===== src/rtl/pass_pkg.sv =====
// Shared types and constants for the keypad-side password transmitter.
package pass_pkg;

  // Transmitter FSM encoding.
  typedef enum logic [2:0] {
    StIdle     = 3'b000,
    StGot1     = 3'b001,
    StPresent  = 3'b010,
    StCooldown = 3'b011,
    StLockout  = 3'b100
  } state_e;

  // One keypad digit.
  typedef logic [1:0] digit_t;

  // Default timing and attempt limits.
  localparam int unsigned HoldCyclesDef     = 8;
  localparam int unsigned TimeoutCyclesDef  = 1000;
  localparam int unsigned CooldownCyclesDef = 4;
  localparam int unsigned MaxAttemptsDef    = 3;
  localparam int unsigned LockoutCyclesDef  = 2000;

  // Password the checker accepts.
  localparam digit_t RefDigit1 = 2'b01;
  localparam digit_t RefDigit2 = 2'b10;

  // Largest of four values, used to size the shared timer.
  function automatic int unsigned max4(input int unsigned a, input int unsigned b,
                                       input int unsigned c, input int unsigned d);
    int unsigned m;
    m = a;
    if (b > m) m = b;
    if (c > m) m = c;
    if (d > m) m = d;
    return m;
  endfunction

endpackage


===== src/rtl/pass_timer.sv =====
// Clearable, saturating up-counter with a terminal-count compare against a per-state limit.
module pass_timer #(
  parameter int unsigned WIDTH = 12
) (
  input  logic             clk,
  input  logic             reset,
  input  logic             clear,
  input  logic             enable,
  input  logic [WIDTH-1:0] limit,
  output logic [WIDTH-1:0] count,
  output logic             done
);

  // Count up while enabled; hold at all-ones rather than wrap.
  always_ff @(posedge clk) begin
    if (reset || clear) begin
      count <= '0;
    end else if (enable && (count != '1)) begin
      count <= count + WIDTH'(1);
    end
  end

  // Terminal count: the limit-th cycle spent in the current state.
  always_comb begin
    done = (count == (limit - WIDTH'(1)));
  end

endmodule


===== src/rtl/pass_entry_tx.sv =====
// Collects two keypad digits, presents them to the checker for a fixed hold window,
// then cools down; counts failed attempts and locks the keypad out after too many.
module pass_entry_tx
  import pass_pkg::*;
#(
  parameter int unsigned HOLD_CYCLES     = HoldCyclesDef,
  parameter int unsigned TIMEOUT_CYCLES  = TimeoutCyclesDef,
  parameter int unsigned COOLDOWN_CYCLES = CooldownCyclesDef,
  parameter int unsigned MAX_ATTEMPTS    = MaxAttemptsDef,
  parameter int unsigned LOCKOUT_CYCLES  = LockoutCyclesDef
) (
  input  logic       clk,
  input  logic       reset,
  input  logic       key_valid,
  input  logic [1:0] key_code,
  input  logic       key_clear,
  input  logic       attempt_fail,
  output logic       sensor_entrance,
  output logic [1:0] password_1,
  output logic [1:0] password_2,
  output logic       entry_busy,
  output logic       locked,
  output logic [1:0] digit_count
);

  localparam int unsigned TimerMax =
      max4(HOLD_CYCLES, TIMEOUT_CYCLES, COOLDOWN_CYCLES, LOCKOUT_CYCLES);
  localparam int unsigned TimerWidth = $clog2(TimerMax) + 1;
  localparam int unsigned FailWidth  = $clog2(MAX_ATTEMPTS + 1);
  localparam logic [FailWidth-1:0] FailMax = FailWidth'(MAX_ATTEMPTS);

  state_e state_q, state_d;
  digit_t d1_q, d1_d;
  logic [FailWidth-1:0] fail_cnt_q, fail_cnt_nx, fail_cnt_d;
  logic fail_flag_q, fail_flag_nx, fail_flag_d;

  logic [TimerWidth-1:0] timer_limit;
  logic [TimerWidth-1:0] timer_count;
  logic                  timer_done;
  logic                  timer_clear;
  logic                  timer_en;

  logic       sensor_d;
  digit_t     pw1_d, pw2_d;
  logic       busy_d;
  logic       locked_d;
  logic [1:0] digit_cnt_d;

  // Per-state timer limit; IDLE holds the timer at zero so its limit is irrelevant.
  always_comb begin
    timer_limit = TimerWidth'(TIMEOUT_CYCLES);
    case (state_q)
      StGot1:     timer_limit = TimerWidth'(TIMEOUT_CYCLES);
      StPresent:  timer_limit = TimerWidth'(HOLD_CYCLES);
      StCooldown: timer_limit = TimerWidth'(COOLDOWN_CYCLES);
      StLockout:  timer_limit = TimerWidth'(LOCKOUT_CYCLES);
      default:    timer_limit = TimerWidth'(TIMEOUT_CYCLES);
    endcase
  end

  assign timer_clear = (state_d != state_q);
  assign timer_en    = (state_q != StIdle);

  pass_timer #(
    .WIDTH (TimerWidth)
  ) u_timer (
    .clk    (clk),
    .reset  (reset),
    .clear  (timer_clear),
    .enable (timer_en),
    .limit  (timer_limit),
    .count  (timer_count),
    .done   (timer_done)
  );

  // Fail accounting: one count per attempt, only while the attempt is in flight.
  always_comb begin
    fail_cnt_nx  = fail_cnt_q;
    fail_flag_nx = fail_flag_q;
    if (((state_q == StPresent) || (state_q == StCooldown)) && attempt_fail && !fail_flag_q) begin
      fail_flag_nx = 1'b1;
      if (fail_cnt_q < FailMax) fail_cnt_nx = fail_cnt_q + FailWidth'(1);
    end
  end

  // Next-state logic.
  always_comb begin
    state_d = state_q;
    unique case (state_q)
      StIdle: begin
        if (key_valid && !key_clear) state_d = StGot1;
      end
      StGot1: begin
        if (key_clear)       state_d = StIdle;
        else if (key_valid)  state_d = StPresent;
        else if (timer_done) state_d = StIdle;
      end
      StPresent: begin
        if (timer_done) state_d = StCooldown;
      end
      StCooldown: begin
        if (timer_done) state_d = (fail_cnt_nx == FailMax) ? StLockout : StIdle;
      end
      StLockout: begin
        if (timer_done) state_d = StIdle;
      end
      default: state_d = StIdle;
    endcase
  end

  // Data-path next values: first digit, fail count and per-attempt flag.
  always_comb begin
    d1_d = d1_q;
    if ((state_q == StIdle) && (state_d == StGot1)) d1_d = key_code;
    else if (state_d == StIdle)                     d1_d = '0;

    fail_cnt_d = fail_cnt_nx;
    // A clean attempt breaks the run of failures; lockout expiry forgives them.
    if ((state_q == StCooldown) && timer_done && !fail_flag_nx) fail_cnt_d = '0;
    if ((state_q == StLockout) && timer_done)                   fail_cnt_d = '0;

    fail_flag_d = fail_flag_nx;
    if (!((state_q == StPresent) || (state_q == StCooldown)) ||
        !((state_d == StPresent) || (state_d == StCooldown))) begin
      fail_flag_d = 1'b0;
    end
  end

  // Output next values, derived from the state being entered so outputs are registered.
  always_comb begin
    sensor_d    = (state_d == StPresent);
    busy_d      = (state_d != StIdle);
    locked_d    = (state_d == StLockout);
    digit_cnt_d = 2'd0;
    pw1_d       = '0;
    pw2_d       = '0;
    case (state_d)
      StGot1:                digit_cnt_d = 2'd1;
      StPresent, StCooldown: digit_cnt_d = 2'd2;
      default:               digit_cnt_d = 2'd0;
    endcase
    if ((state_q == StGot1) && (state_d == StPresent)) begin
      pw1_d = d1_q;
      pw2_d = key_code;
    end else if ((state_d == StPresent) || (state_d == StCooldown)) begin
      pw1_d = password_1;
      pw2_d = password_2;
    end
  end

  // State, data-path and output registers.
  always_ff @(posedge clk) begin
    if (reset) begin
      state_q         <= StIdle;
      d1_q            <= '0;
      fail_cnt_q      <= '0;
      fail_flag_q     <= 1'b0;
      sensor_entrance <= 1'b0;
      password_1      <= '0;
      password_2      <= '0;
      entry_busy      <= 1'b0;
      locked          <= 1'b0;
      digit_count     <= 2'd0;
    end else begin
      state_q         <= state_d;
      d1_q            <= d1_d;
      fail_cnt_q      <= fail_cnt_d;
      fail_flag_q     <= fail_flag_d;
      sensor_entrance <= sensor_d;
      password_1      <= pw1_d;
      password_2      <= pw2_d;
      entry_busy      <= busy_d;
      locked          <= locked_d;
      digit_count     <= digit_cnt_d;
    end
  end

endmodule


===== config.mk =====
export PLATFORM = sky130hd
export DESIGN_NAME = pass_entry_tx
export DESIGN_NICKNAME = d
export VERILOG_FILES = /design/src/rtl/pass_pkg.sv /design/src/rtl/pass_timer.sv /design/src/rtl/pass_entry_tx.sv
export SDC_FILE = /design/constraint.sdc
export NUM_CORES = 1
export LEC_CHECK = 0
export ABC_AREA = 1
export ABC_CLOCK_PERIOD_IN_PS = 3200
export CAP_MARGIN = 10
export CORE_UTILIZATION = 55
export DETAILED_ROUTE_END_ITERATION = 8
export PLACE_DENSITY = 0.83
export SLEW_MARGIN = 20
export SYNTH_ARGS = -nofsm -noshare
export SYNTH_HDL_FRONTEND = slang
export SYNTH_SLANG_ARGS = --single-unit

===== constraint.sdc =====
create_clock -name clk -period 3.2 [get_ports clk]
set_clock_uncertainty 0.05 [all_clocks]
set_input_delay 0.8 -clock clk [delete_from_list [all_inputs] [get_ports clk]]
set_output_delay 0.8 -clock clk [all_outputs]
set_load 0.1 [all_outputs]

==> results.yml, run 1 <==
outcome:
  status: "finished clean"
timing:
  rsz0062_at_grt: "no"
  maxSlewHeadroom: 0.682
  fin_tns_setup_ns: 0
  hold_viol_final: 0
  fin_ws_ns: 0.295
  final_max_slew_viol_count: 0
  fin_crit_sh: 0.908
  fmax_mhz: 344
  min_period_ns: 2.90
  worstMarginPinSlew_ns: 0.477
  finalSetupViolations: 0
logic_synthesis:
  synth_top_cell_by_area: "dfxtp_1"
  synth_cell_type_count: 27
  synth_edf_count: 0
  syn-mean-instance-area_um2: 6.90
  yosys_warnings: 0
  netlist_area_mm2: 0.00162
  syn_inst: 235
  synthTopCellsByArea: "dfxtp_1, nand2_1, inv_1, nand3_1, xor2_1"
  syn-num-nets: 244
  synthArstFlopShare: 0
  synth_ff_type: "dfxtp_1"
  seq_area_frac_synth: 0.358
  synth_top_area_share: 0.358
  ys_ff_latch: 29
routing:
  drc: 0
  initialDrtViolationCount: 47
  vias: 1457
  totalWireLength_mm: 3.22
  ant_nets: 0
  vias_per_cell: 5.02
  post_drt_wl_per_cell_um: 11.1
  dr.pass1.iters: 4
global_route:
  use_met1: 0.330
  grt_pass1_wl_mm: 5.78
  top_usage_layer: "met2"
  first_global_vias: 1310
  grt_antenna_before_repair: 0
  use_met2: 0.337
  met3_usage: 0.0783
  overflow: 0
  grt_max_degree: 12
  grt_usage: 0.235
setup_path:
  critical_path_depth: 17
  crit_family: "simple AND/OR/NAND/NOR gates"
  crit_type: "flip-flop to flip-flop"
  crit_arrival_ns: 3.12
  r2r-end: "u_timer.count[10]$_SDFFE_PP0P_"
  worstSetupStartpoint: "state_q[1]$_SDFF_PP0_"
  worst-path-max-fanout: 8
  end_kind: "flip-flop"
  slowest_delay_ns: 0.53
  rrSetupSlack_ns: 0.30
  start_kind: "flip-flop"
  crit_end: "u_timer.count[10]$_SDFFE_PP0P_"
  reg2reg_from: "state_q[1]$_SDFF_PP0_"
  cpMaxStageDelayCell: "dfxtp_1"
  crit_chain: "nor2_2, nand2_2, nand2_1, ha_1, inv_1, nand2_1, nand2_1, nor2_1, nand2_2, nor3_4, nand3_4, a21oi_4, inv_2, nand2_2, o2111ai_2, buf_4, nor2_2"
  cp.required_ns: 3.42
  rr_worst_depth: 17
  path_buf_inv: 3
layout:
  seqCellArea_um2: 581
  n_antenna_cell: 0
  stdcell_area_mm2: 0.00185
  multi_input_area_um2: 843
  final_core_util: 0.664
  fill_cells: 257
  num-nets-final: 267
  synthToLayoutAreaGrowth_pct: 13.9
  drive_gt1_frac: 0.181
clock_tree:
  post_cts_resized: 0
  numCtsBuffers: 5
  cts_tree: "built"
  cts_hold_buf: 0
  cts_sinks: 29
  cts-root-buf: "clkbuf_4"
  cts_setup_buffers: 0
  cts_max_level: 2
  clock_latency_ns: 0.32
  clockBufferDepth: 2
  clkTransAtPathRegs_ns: 0.09
floorplan:
  ioPinCount: 16
  start_util: 0.583
  die_width_um: 56.3
  die_h_um: 56.3
  rows: 19
  core_mm2: 0.00278
  die_area_mm2: 0.00317
min_path:
  hold_class: "flip-flop to flip-flop"
  hold-path-cell-count: 2
power:
  peakVddDrop_mv: 0.408
  power.leakage_nw: 0.836
  power_density_mw_per_mm2: 359
  total_power_mw: 0.664
placement:
  dp_hpwl_mm: 2.49
  placed_cell_area_mm2: 0.00179
  post-place-ws_ns: 0.340
  finalWeightedCongestion: 0.860
  io_buffers: 15
job:
  drv_cap: 0
how the worst min path moves through the flow:
| stage | startpoint | to | slack [ns] |
|---|---|---|---|
| after floorplan | d1_q[0]$_SDFFE_PP0P_ | password_1[0]$_SDFFE_PP0P_ | 0.41 |
| after global placement | password_1[1]$_SDFFE_PP0P_ | password_1[1]$_SDFFE_PP0P_ | 0.42 |
| after detailed placement | password_1[1]$_SDFFE_PP0P_ | password_1[1]$_SDFFE_PP0P_ | 0.42 |
| after CTS | password_1[1]$_SDFFE_PP0P_ | password_1[1]$_SDFFE_PP0P_ | 0.44 |
| after global routing | password_1[1]$_SDFFE_PP0P_ | password_1[1]$_SDFFE_PP0P_ | 0.45 |
| final | password_2[1]$_SDFFE_PP0P_ | password_2[1]$_SDFFE_PP0P_ | 0.44 |
kinds of logic after synthesis:
group | share of synthesized area
and+or+nand+nor | 0.391
buffers and inverters | 0.122
DFF | 0.358
AOI/OAI and AO/OA | 0.0594
xor gates and xnor gates | 0.0540
adders and majority gates | 0.0154
synthesized netlist by cell type (all sizes together) (2+ instances only):
cell   instances
dfxtp         29
nand4          3
nor2          35
ha             2
nor4           4
a21oi         10
o21ai          4
nand3         24
nand2         58
inv           45
xor2          10
nor3           5
buf            2
tightest hold or removal path, cell delays in order, from the launching register on:
cell and delay, ns:
dfxtp_1 0.32, nand3_1 0.07, a21oi_1 0.06
sequential cells by signal, indices dropped and copies added (netlist names):
name and flops:
u_timer.count 12, state_q 3, d1_q 2, digit_count 2, fail_cnt_q 2, password_1 2
password_2 2, entry_busy 1, fail_flag_q 1, locked 1, sensor_entrance 1
through the flow:
stage / instances / hold slack (ns)
after floorplan: 235 / 0.409
after global placement: 282 / 0.424
after detailed placement: 282 / 0.425
after CTS: 290 / 0.439
after global routing: 290 / 0.455
final: 290 / 0.436
report_power, final:
group | internal (mW) | total, mW | switching (mW)
clock network | 0.0827 | 0.213 | 0.130
registers | 0.366 | 0.371 | 0.00433
logic | 0.0251 | 0.0802 | 0.0552
placed cells by master (no fill, tap or decap), drive strengths merged:
cell type,instances
nand2,58
inv,45
nor2,35
dfxtp,29
nand3,24
buf,13
xor2,10
a21oi,10
clkdlybuf4s50,6
clkbuf,5
nor3,5
o21ai,4
nor4,4
nand4,3
ha,2
clkinv,2
nand3b,1
and3,1
o2111ai,1
clkinvlp,1
per-layer routing:
| layer | vias up | wire, µm |
|---|---|---|
| met3 | 5 | 133 |
| met5 | - | 0 |
| met1 | 644 | 1640 |
| met4 | 0 | 29 |
| met2 | 30 | 1420 |
| li1 | 778 | - |
area by class of cell:
cell class                 instances  area share
inverter                          45      0.0928
timing repair buffer              19      0.0854
clock inverter                     3     0.00949
tap                               31      0.0210
sequential                        29       0.314
multi-input combinational        158       0.457
clock buffer                       5      0.0203
(Power assumes the default switching activity.)
==> inputs of run 2 (changes only) <==
ABC_CLOCK_PERIOD_IN_PS = 2700   (was 3200)
CORE_MARGIN = 4   (was not set)
clock period = 2.7 ns   (was 3.2 ns; I/O delays follow)
==> run 2 against run 1 <==
  * Die area up 22%
  * Fmax up 18%
  * Non-clock buffer count up 2
  * Setup slack worse by 0.066 ns
  * Core utilization up 1.6 points
  * Sequential share of layout area down 0.42 points
  * Global-route usage down 6.1 points
  * Design area up 2.4%
==> results.yml, run 2 (synthesis results as in run 1) <==
layout:
  fill_cells: 243
  largest_register_ffs: 12
  synthToLayoutAreaGrowth_pct: 16.7
  layout_commonest_cell: "nand2_1"
  reg_top3: "u_timer.count: 12 flops, state_q: 3 flops"
  drive_gt1_frac: 0.199
  n_antenna_cell: 0
  finalNonFillerCells: 292
  regMostFlops: "u_timer.count"
  num-nets-final: 269
  layout_common_cells: "nand2_1, inv_1, dfxtp_1"
min_path:
  hold_class: "flip-flop to flip-flop"
  worstHoldStart: "password_2[1]$_SDFFE_PP0P_"
global_route:
  grt_max_degree: 13
  grt_antenna_before_repair: 0
  overflow: 0
  grt_pass1_wl_mm: 5.57
  grt_usage: 0.174
  first_global_vias: 1245
timing:
  maxSlewHeadroom: 0.706
  fin_ws_ns: 0.229
  hold_viol_final: 0
  min_period_ns: 2.47
  fmax_mhz: 405
  final_max_slew_viol_count: 0
  worstMarginPinSlew_ns: 0.437
  fin_tns_setup_ns: 0
  finalSetupViolations: 0
  fin_hold_ws_ns: 0.450
  fin_crit_sh: 0.915
floorplan:
  die_h_um: 62.3
  rows: 19
  die_area_mm2: 0.00388
  start_util: 0.583
  ioPinCount: 16
  core_mm2: 0.00278
  die_width_um: 62.3
clock_tree:
  cts_max_level: 2
  cts_sinks: 29
  clkTransAtPathRegs_ns: 0.09
  clock_latency_ns: 0.33
  cts-root-buf: "clkbuf_4"
  clockBufferDepth: 2
  numCtsBuffers: 5
  cts_tree: "built"
setup_path:
  end_kind: "flip-flop"
  rrSetupSlack_ns: 0.23
  crit_type: "flip-flop to flip-flop"
  crit_arrival_ns: 2.65
  worstSetupStartpoint: "state_q[2]$_SDFF_PP0_"
  start_kind: "flip-flop"
  reg2reg_from: "state_q[2]$_SDFF_PP0_"
  cp.required_ns: 2.87
  worst-path-max-fanout: 12
routing:
  totalWireLength_mm: 3.35
  post_drt_wl_per_cell_um: 11.5
  vias: 1494
  initialDrtViolationCount: 72
  dr.pass1.iters: 4
  drc: 0
  ant_nets: 0
  vias_per_cell: 5.12
placement:
  post-place-ws_ns: 0.113
  io_buffers: 15
  dp_hpwl_mm: 2.45
  place_inst: 283
  finalWeightedCongestion: 0.839
job:
  drv_cap: 0
power:
  peakVddDrop_mv: 0.499
  power_density_mw_per_mm2: 443
  power.leakage_nw: 0.858
outcome:
  status: "finished clean"
==> run 2: cell count changes in the layout (fill, tap and decap cells not counted), sizes merged <==
| cell | previous run | this run |
|---|---|---|
| clkinv | 2 | 1 |
| clkbuf | 5 | 7 |
| clkinvlp | 1 | 0 |
| buf | 13 | 15 |
==> run 2: layout make-up <==
cell class / instances / area, µm² / share of cell area
multi-input combinational: 158 / 848 / 0.448
clock inverter: 1 / 5.00 / 0.00265
inverter: 45 / 171 / 0.0906
sequential: 29 / 587 / 0.310
clock buffer: 7 / 65.1 / 0.0344
timing repair buffer: 21 / 176 / 0.0933
tap: 31 / 38.8 / 0.0205
==> run 2: through the flow <==
step	power, mW	utilization	area, µm²
2_1_floorplan	0.517	-	1620
3_3_place_gp	0.542	0.647	1800
3_5_place_dp	0.542	0.647	1800
4_1_cts	0.840	0.672	1870
5_1_grt	0.871	0.680	1890
6_report	0.837	0.680	1890
==> run 2: layer usage <==
| layer | global-route usage | part of all wire | up-vias |
|---|---|---|---|
| li1 | - | - | 780 |
| met4 | 0.0477 | 0.013 | 0 |
| met1 | 0.254 | 0.49 | 679 |
| met2 | 0.246 | 0.45 | 30 |
| met3 | 0.0541 | 0.052 | 5 |
| met5 | 0 | 0 | - |
==> run 2: final timing paths <==
kind,to,depth (start not counted)
worst min register to register,password_2[1]$_SDFFE_PP0P_,2
worst min-delay path,password_2[1]$_SDFFE_PP0P_,2
worst max-delay path,u_timer.count[4]$_SDFFE_PP0P_,15
worst max register to register,u_timer.count[4]$_SDFFE_PP0P_,15
==> run 2: repair_timing <==
action,in CTS,in global routing
setup buffers,0,1
setup endpoints to repair,0,19
hold buffers,0,0
gates resized for setup,0,6
==> run 2: worst max-delay path, stage by stage, from the launching register on <==
cell and delay [ns]:
dfxtp_4 0.38, inv_4 0.09, nand3_2 0.15, ha_1 0.35
inv_1 0.04, nand2_1 0.05, nand2_1 0.05, nor2_1 0.11
nand2_2 0.09, nor3_4 0.24, nand3_4 0.14, a21oi_4 0.20
nand2_1 0.09, o2111ai_2 0.09, buf_6 0.21, nor2_1 0.05
==> run 2: power breakdown <==
group          total (mW)  switching (mW)  internal, mW
logic              0.0990          0.0672        0.0318
registers           0.438         0.00438         0.433
clock network       0.301           0.150         0.151
